## src/rtl/sync_fifo_pkg.sv

```systemverilog
// rtl/sync_fifo_pkg.sv - shared FIFO geometry and Gray/binary pointer conversions
package sync_fifo_pkg;

    localparam int FIFO_ADDR_W = 3;
    localparam int FIFO_PTR_W  = FIFO_ADDR_W + 1;
    localparam int FIFO_DEPTH  = 8;

    function automatic logic [FIFO_PTR_W-1:0] bin2gray(input logic [FIFO_PTR_W-1:0] i_bin);
        return i_bin ^ (i_bin >> 1);
    endfunction

    function automatic logic [FIFO_PTR_W-1:0] gray2bin(input logic [FIFO_PTR_W-1:0] i_gray);
        logic [FIFO_PTR_W-1:0] w_bin;
        w_bin = '0;
        for (int i = 0; i < FIFO_PTR_W; i++) begin
            w_bin[i] = ^(i_gray >> i);
        end
        return w_bin;
    endfunction

endpackage

```

## src/rtl/sync_fifo_gray2bin.sv

```systemverilog
// rtl/sync_fifo_gray2bin.sv - combinational Gray-to-binary converter, shared by both FIFO controllers
module sync_fifo_gray2bin #(
    parameter int W = 4
) (
    input  logic [W-1:0] i_gray,
    output logic [W-1:0] o_bin
);

    // Each binary bit is the XOR of all Gray bits at or above its position.
    always_comb begin
        o_bin = '0;
        for (int i = 0; i < W; i++) begin
            o_bin[i] = ^(i_gray >> i);
        end
    end

endmodule

```

## src/rtl/sync_fifo_rd_ctrl.sv

```systemverilog
// rtl/sync_fifo_rd_ctrl.sv - FIFO read-side pointer/flow controller; optional SYNC_FIFO_RD_OVF_CHECK_EN adds sticky ovf_err
module sync_fifo_rd_ctrl
    import sync_fifo_pkg::*;
#(
    parameter int ADDR_W = FIFO_ADDR_W
) (
    input  logic              clk,
    input  logic              rst_n,
    input  logic [ADDR_W:0]   wr_ptr_gray_sync,
    output logic [ADDR_W:0]   rd_ptr_gray,
    output logic [ADDR_W-1:0] read_addr,
    output logic              read_enable,
    output logic              empty,
    output logic [ADDR_W:0]   fill_level,
    output logic              out_valid,
    input  logic              out_ready
`ifdef SYNC_FIFO_RD_OVF_CHECK_EN
    ,
    output logic              ovf_err
`endif
);

    localparam int PTR_W = ADDR_W + 1;
    localparam int DEPTH = 1 << ADDR_W;

    logic [PTR_W-1:0] r_rd_ptr_bin;
    logic [PTR_W-1:0] r_rd_ptr_gray;
    logic [PTR_W-1:0] r_fill_level;
    logic             r_out_valid;

    logic [PTR_W-1:0] w_wr_ptr_bin;
    logic [PTR_W-1:0] w_rd_ptr_bin_next;
    logic             w_empty;
    logic             w_fetch;

    sync_fifo_gray2bin #(.W(PTR_W)) u_wr_gray2bin (
        .i_gray (wr_ptr_gray_sync),
        .o_bin  (w_wr_ptr_bin)
    );

    // Forcing empty during reset also keeps read_enable low without a separate gate.
    assign w_empty           = !rst_n || (r_rd_ptr_gray == wr_ptr_gray_sync);
    assign w_fetch           = !w_empty && (!r_out_valid || out_ready);
    assign w_rd_ptr_bin_next = r_rd_ptr_bin + {{(PTR_W-1){1'b0}}, w_fetch};

    always_ff @(posedge clk) begin
        if (!rst_n) begin
            r_rd_ptr_bin  <= '0;
            r_rd_ptr_gray <= '0;
            r_fill_level  <= '0;
            r_out_valid   <= 1'b0;
        end else begin
            r_rd_ptr_bin  <= w_rd_ptr_bin_next;
            r_rd_ptr_gray <= w_rd_ptr_bin_next ^ (w_rd_ptr_bin_next >> 1);
            r_fill_level  <= w_wr_ptr_bin - w_rd_ptr_bin_next;
            r_out_valid   <= w_fetch || (r_out_valid && !out_ready);
        end
    end

    assign rd_ptr_gray = r_rd_ptr_gray;
    assign read_addr   = r_rd_ptr_bin[ADDR_W-1:0];
    assign read_enable = w_fetch;
    assign empty       = w_empty;
    assign fill_level  = r_fill_level;
    assign out_valid   = r_out_valid;

`ifdef SYNC_FIFO_RD_OVF_CHECK_EN
    logic [PTR_W-1:0] r_wr_gray_prev;
    logic             r_ovf_err;
    logic [PTR_W-1:0] w_wr_delta;
    logic [PTR_W-1:0] w_level_now;
    logic             w_multi_bit;

    // A legal synchronized Gray pointer moves by at most one bit per cycle.
    assign w_wr_delta  = wr_ptr_gray_sync ^ r_wr_gray_prev;
    assign w_multi_bit = (w_wr_delta & (w_wr_delta - 1'b1)) != '0;
    assign w_level_now = w_wr_ptr_bin - r_rd_ptr_bin;

    always_ff @(posedge clk) begin
        if (!rst_n) begin
            r_wr_gray_prev <= '0;
            r_ovf_err      <= 1'b0;
        end else begin
            r_wr_gray_prev <= wr_ptr_gray_sync;
            if ((w_level_now > PTR_W'(DEPTH)) || w_multi_bit) begin
                r_ovf_err <= 1'b1;
            end
        end
    end

    assign ovf_err = r_ovf_err;
`endif

endmodule

```

## config.mk

```make
export PLATFORM = sky130hd
export DESIGN_NAME = sync_fifo_rd_ctrl
export DESIGN_NICKNAME = d
export VERILOG_FILES = /design/src/rtl/sync_fifo_pkg.sv /design/src/rtl/sync_fifo_gray2bin.sv /design/src/rtl/sync_fifo_rd_ctrl.sv
export SDC_FILE = /design/constraint.sdc
export NUM_CORES = 1
export LEC_CHECK = 0
export CAP_MARGIN = 20
export CORE_MARGIN = 2
export CORE_UTILIZATION = 43
export CTS_BUF_LIST = sky130_fd_sc_hd__clkbuf_2 sky130_fd_sc_hd__clkbuf_4 sky130_fd_sc_hd__clkbuf_8
export CTS_CLUSTER_DIAMETER = 50
export DETAILED_ROUTE_END_ITERATION = 10
export GPL_TIMING_DRIVEN = 1
export PLACE_DENSITY = 0.75
export RECOVER_POWER = 25
export SLEW_MARGIN = 10
export SYNTH_ARGS = -nofsm -noshare
export SYNTH_HDL_FRONTEND = slang
export SYNTH_SLANG_ARGS = --single-unit
```

## constraint.sdc

```tcl
create_clock -name clk -period 3.8 [get_ports clk]
set_clock_uncertainty 0.05 [all_clocks]
set_input_delay 0.57 -clock clk [delete_from_list [all_inputs] [get_ports clk]]
set_output_delay 0.57 -clock clk [all_outputs]
set_load 0.02 [all_outputs]
```

==> results of run 1 <==
-- sequential cells by signal, indices dropped and copies added, names as in the netlist --
name	flops
fill_level	4
r_rd_ptr_bin	4
rd_ptr_gray	3
out_valid	1
-- Yosys cell counts --
library cell,number,area share (%)
xor2_1,9,12
nor2_1,6,3.4
nor4_1,1,0.95
nand4b_1,2,2.7
nand2_1,2,1.1
and3_1,1,0.95
xnor3_2,1,3.6
o21bai_2,1,1.7
clkinv_1,1,0.57
a31o_2,1,1.3
ha_1,5,9.5
inv_1,3,1.7
xnor2_1,4,5.3
nor3_1,1,0.76
nand3_1,1,0.76
dfxtp_1,12,36
a311oi_1,1,1.3
and2_1,3,2.8
clkbuf_1,1,0.57
nand2b_1,2,1.9
nand4_1,1,0.95
nor3b_1,1,1.1
xor3_1,1,3.6
buf_2,1,0.76
a21oi_1,3,2.3
nor2b_1,2,1.9
-- through the flow --
step	total power (W)	cells	setup WS [ns]	util (%)	instance area [µm²]
2_1_floorplan	0.000238	67	0.340	-	659
3_3_place_gp	0.000299	112	0.0906	64.8	953
3_5_place_dp	0.000304	112	0.0152	64.8	953
4_1_cts	0.000384	115	0.290	66.3	976
5_1_grt	0.000401	115	0.0348	66.3	976
6_report	0.000372	115	0.309	66.3	976
-- power breakdown --
| part | total [W] | internal, W | switching (W) |
|---|---|---|---|
| combinational | 0.000149 | 0.0000772 | 0.0000721 |
| clock | 0.0000749 | 0.0000366 | 0.0000383 |
| sequential | 0.000147 | 0.000142 | 0.00000586 |
| total | 0.000372 | 0.000255 | 0.000116 |
-- layer usage --
metal	global-route usage (%)	vias up	share of wire [%]
li1	-	288	-
met1	20.0	256	44
met2	31.0	15	50
met3	2.55	2	4.2
met4	9.09	0	1.4
met5	0	-	0
-- critical path, cell delays in order --
cell and delay [ns]:
clkdlybuf4s50_1 0.44, xor2_1 0.18, nor4_1 0.30, buf_4 0.16, nand2b_1 0.11, nor2b_1 0.06
ha_1 0.19, ha_1 0.20, xor2_1 0.22, inv_1 0.09, ha_1 0.34, nor3b_1 0.15
a311oi_1 0.32, a31o_2 0.20, a21oi_1 0.05
-- logic make-up after synthesis --
| group | after synthesis |
|---|---|
| compound gates | 6 |
| simple gates | 23 |
| fa+ha+maj | 5 |
| buf+inv | 6 |
| flops | 12 |
| xor+xnor | 15 |
-- area by class of cell --
type	instances	area, µm²
flip-flops and latches	12	240
fillers	139	495
inverters	4	15.0
repair buffers	31	283
multi-input cells	49	395
clock buffers	3	22.5
well taps	16	20.0
-- worst paths after layout --
| kind | end | cells after the start | startpoint | slack (ns) |
|---|---|---|---|---|
| max | fill_level[3] | 15 | wr_ptr_gray_sync[3] | 0.31 |
| min | out_valid | 2 | out_valid | 0.43 |
| max reg2reg | fill_level[3] | 14 | r_rd_ptr_bin[3] | 0.67 |
| min reg2reg | out_valid | 2 | out_valid | 0.43 |
==> qor.yml, run 1 <==
antenna_found_initial: 0
synthAdderAreaFrac_pct: 9.49
area_growth_pct: 48.0
fp-row-count: 14
root_buffer: "clkbuf_4"
drc: 0
core_um2: 1470
maxSlewHeadroom_pct: 77.7
hpwl_um: 1100
rsz0062_at_grt: "no"
ctsHoldBuffers: 0
overflow: 0
cts_buffers: 3
clkSinkCount: 12
drv_slew: 0
clockBufferDepth: 2
critPathMaxFanout: 4
num_io_pins: 21
grt_use_total_pct: 17.6
crit_required_ns: 3.90
cts.htree.levels: 1
gp_congestion: 0.691
cts_setup_buffers: 0
synth_cell_type_count: 26
syn-num-nets: 79
synth_top_family_by_area: "XOR/XNOR gates"
startpoint_type: "primary input"
synth_area_um2: 659
wire_per_inst_um: 12.0
finalHoldViolCount: 0
grt_pass1_vias: 581
drive_above_1_share_pct: 17.2
setup_viol: 0
die_area_um2: 1860
final_common_cell: "clkdlybuf4s50_1"
synth_xor_area_share_pct: 24.5
initial_core_util_pct: 44.8
min_period_ns: 3.49
ctsResizeCount: 0
worst_pin_slew_ns: 0.335
die_h_um: 43.2
path_class: "primary input to register"
min_path_type: "register to register"
diodes: 0
via_per_inst: 4.88
status: "finished, final reports clean"
leakagePower_nw: 0.447
fin_hold_ws_ns: 0.434
drt_iter0_drc: 3
cap_violations: 0
grt_max_degree: 10
ys_seq_area_share_pct: 36.4
critPathCaptureType: "register"
routed_wl_um: 1380
yosys_warnings: 0
synth_cells: 67
nets: 113
crit_arrival_ns: 3.60
synth_compound_area_share_pct: 6.64
grt_pass1_wl_um: 2390
clk_latency_ns: 0.26
setup-tns-final_ns: 0
path_clk_slew_ns: 0.07
powerDensity_nw_per_um2: 381
synthMuxAreaShare_pct: 0
firstDrtPassIters: 3
clock.fmax_ghz: 0.286
irDropWorstVdd_mv: 0.270
die_x_um: 43.2
postSynthAreaPerCell_um2: 9.84
layout_common_cells: "15 x clkdlybuf4s50_1, 12 x dfxtp_1, 11 x buf_4"
synthSimpleGateAreaFrac_pct: 19.4
port_buffers: 20
cts_tree: "done"
ys_ff_latch: 12
fin_crit_sh_pct: 91.9
ant_nets: 0
num_vias: 561
Power figures use the tool's default switching activity.
==> run 2, diff against run 1 <==
CORE_UTILIZATION = 42   (was 43)
PLACE_DENSITY = 0.77   (was 0.75)
clock period = 3 ns   (was 3.8 ns; I/O delays follow)
==> qor.yml, run 2 (synthesis gave the netlist of run 1 again) <==
status: "finished, final reports clean"  # unchanged
cap_violations: 0  # unchanged
busiest_layer: "met2"  # unchanged
drc: 0  # unchanged
hpwl_um: 1200  # was 1100 µm
met3_usage_pct: 3.75  # was 2.55%
path_clk_slew_ns: 0.08  # was 0.07 ns
r2r-start: "rd_ptr_gray[2]"  # was r_rd_ptr_bin[3]
diodes: 0  # unchanged
powerDensity_nw_per_um2: 491  # was 381 nW/µm²
nets: 115  # was 113
final_common_cell: "buf_4"  # was clkdlybuf4s50_1
fin_ws_ns: 0.163  # was 0.309 ns
critPathMaxFanout: 3  # was 4
startpoint_type: "primary input"  # unchanged
path_common_cell: "ha_4"  # was ha_1
clockBufferDepth: 2  # unchanged
grt_pass1_wl_um: 2460  # was 2390 µm
overflow: 0  # unchanged
initial_core_util_pct: 44.3  # was 44.8%
leakagePower_nw: 0.479  # was 0.447 nW
area_growth_pct: 62.6  # was 48.0%
setup_viol: 0  # unchanged
num_io_pins: 21  # unchanged
routed_wl_um: 1540  # was 1380 µm
crit_arrival_ns: 2.95  # was 3.60 ns
drv_slew: 0  # unchanged
clk_latency_ns: 0.27  # was 0.26 ns
ff2ff_setup_slack_ns: 0.23  # was 0.67 ns
gp_congestion: 0.791  # was 0.691
die_area_um2: 1900  # was 1860 µm²
grt_pass1_vias: 589  # was 581
ctsHoldBuffers: 0  # unchanged
finalHoldViolCount: 0  # unchanged
cp_cell_sequence: "dlygate4sd2_1 -> xor2_1 -> nor4_1 -> buf_4 -> nand2b_4 -> nor2b_4 -> ha_4 -> ha_4 -> xor2_2 -> inv_2 -> ha_4 -> nor2b_2 -> a311oi_2 -> a31o_2 -> a21oi_1"  # was clkdlybuf4s50_1 -> xor2_1 -> nor4_1 -> buf_4 -> nand2b_1 -> nor2b_1 -> ha_1 -> ha_1 -> xor2_1 -> inv_1 -> ha_1 -> nor3b_1 -> a311oi_1 -> a31o_2 -> a21oi_1
core_um2: 1490  # was 1470 µm²
fp-row-count: 14  # unchanged
port_buffers: 20  # unchanged
wire_per_inst_um: 13.0  # was 12.0 µm
grt_use_total_pct: 18.0  # was 17.6%
layout_common_cells: "13 x buf_4, 11 x dfxtp_1, 11 x clkdlybuf4s50_1"  # was 15 x clkdlybuf4s50_1, 12 x dfxtp_1, 11 x buf_4
fillers: 128  # was 139
maxSlewHeadroom_pct: 79.6  # was 77.7%
via_per_inst: 4.97  # was 4.88
critPathCaptureType: "register"  # unchanged
final_area_um2: 1070  # was 976 µm²
cp_slowest_cell: "a311oi_2"  # was clkdlybuf4s50_1
place_ws_ns: -0.493  # was 0.0152 ns
irDropWorstVdd_mv: 0.374  # was 0.270 mV
hold-path-endpoint: "out_valid"  # unchanged
slowest_delay_ns: 0.29  # was 0.44 ns
antenna_found_initial: 0  # unchanged
crit_required_ns: 3.12  # was 3.90 ns
drt_iter0_drc: 0  # was 3
use_met1_pct: 20.6  # was 20.0%
min_path_type: "register to register"  # unchanged
cts_tree: "done"  # unchanged
clkSinkCount: 12  # unchanged
ant_nets: 0  # unchanged
worstRegToRegCells: 14  # unchanged
grtUsageMet2_pct: 31.2  # was 31.0%
worst_pin_slew_ns: 0.304  # was 0.335 ns
grt_max_degree: 10  # unchanged
fin_crit_sh_pct: 94.6
cts_buffers: 3  # unchanged
regToRegEndpoint: "fill_level[3]"  # unchanged
path_class: "primary input to register"  # unchanged
min_period_ns: 2.84
num_vias: 587  # was 561
post_dp_cell_area_um2: 992  # was 953 µm²
cts.htree.levels: 1  # unchanged
hp-start: "out_valid"  # unchanged
clock.fmax_ghz: 0.352
die_h_um: 43.6  # was 43.2 µm
firstDrtPassIters: 1  # was 3
root_buffer: "clkbuf_4"  # unchanged
drive_above_1_share_pct: 31.4  # was 17.2%
die_x_um: 43.6  # was 43.2 µm
fin_hold_ws_ns: 0.455  # was 0.434 ns
holdPathStages: 2  # unchanged
run 2: changes by cell type in the layout (fill, tap and decap cells not counted), moves of 2 or more:
cell | before | now
buf_4 | 11 | 13
clkdlybuf4s50_1 | 15 | 11
dlygate4sd2_1 | 0 | 2
ha_1 | 5 | 2
ha_4 | 0 | 3
nor2b_1 | 2 | 0
run 2: layer usage:
layer,up-vias,part of all wire [%]
met5,-,0
met4,0,0.46
met3,2,4.4
met2,16,53
met1,271,42
li1,298,-
run 2: worst max-delay path by stage:
stage / startpoint / endpoint / slack, ns
6_report: wr_ptr_gray_sync[3] / fill_level[3] / 0.16
3_5_place_dp: wr_ptr_gray_sync[0] / fill_level[3] / -0.49
3_3_place_gp: wr_ptr_gray_sync[0] / fill_level[3] / -0.41
2_1_floorplan: wr_ptr_gray_sync[2] / fill_level[3] / 0.01
4_1_cts: wr_ptr_gray_sync[2] / fill_level[3] / 0.11
5_1_grt: wr_ptr_gray_sync[3] / fill_level[3] / -0.008
run 2: critical path: cells and delay by family:
family	cells	cell delay, ns
AO/OA/AOI/OAI	3	0.53
XOR/XNOR	2	0.36
adder cells (fa/ha/maj)	3	0.54
buffers and inverters	3	0.49
AND/OR/NAND/NOR	4	0.57
run 2: cell type report:
cell class / instances / area [µm²] / area share [%]
clock buffers: 4 / 36.3 / 3.38
repair buffers: 33 / 290 / 27.1
well taps: 16 / 20.0 / 1.87
multi-input cells: 49 / 469 / 43.8
flip-flops and latches: 12 / 241 / 22.5
inverters: 4 / 15.0 / 1.40
run 2: stage by stage:
step            TNS, ns  instances  power (W)  utilization (%)
2_1_floorplan         0         67   0.000306                -
3_3_place_gp     -0.484        113   0.000389             66.6
3_5_place_dp     -0.611        113   0.000393             66.6
4_1_cts               0        118   0.000532             70.2
5_1_grt        -0.00774        118   0.000557             72.0
6_report              0        118   0.000526             72.0
run 2: where the power goes:
group | internal (W) | leakage [nW] | switching, W
registers | 0.000179 | 0.0993 | 0.00000934
clock network | 0.0000737 | 0.0210 | 0.0000573
logic | 0.000110 | 0.359 | 0.0000964
total | 0.000363 | 0.479 | 0.000163
run 2: repair_timing:
action                     CTS  global route
setup buffers                1             0
resized for setup            7             8
setup endpoints to repair    1             1
pin swaps                    3             6
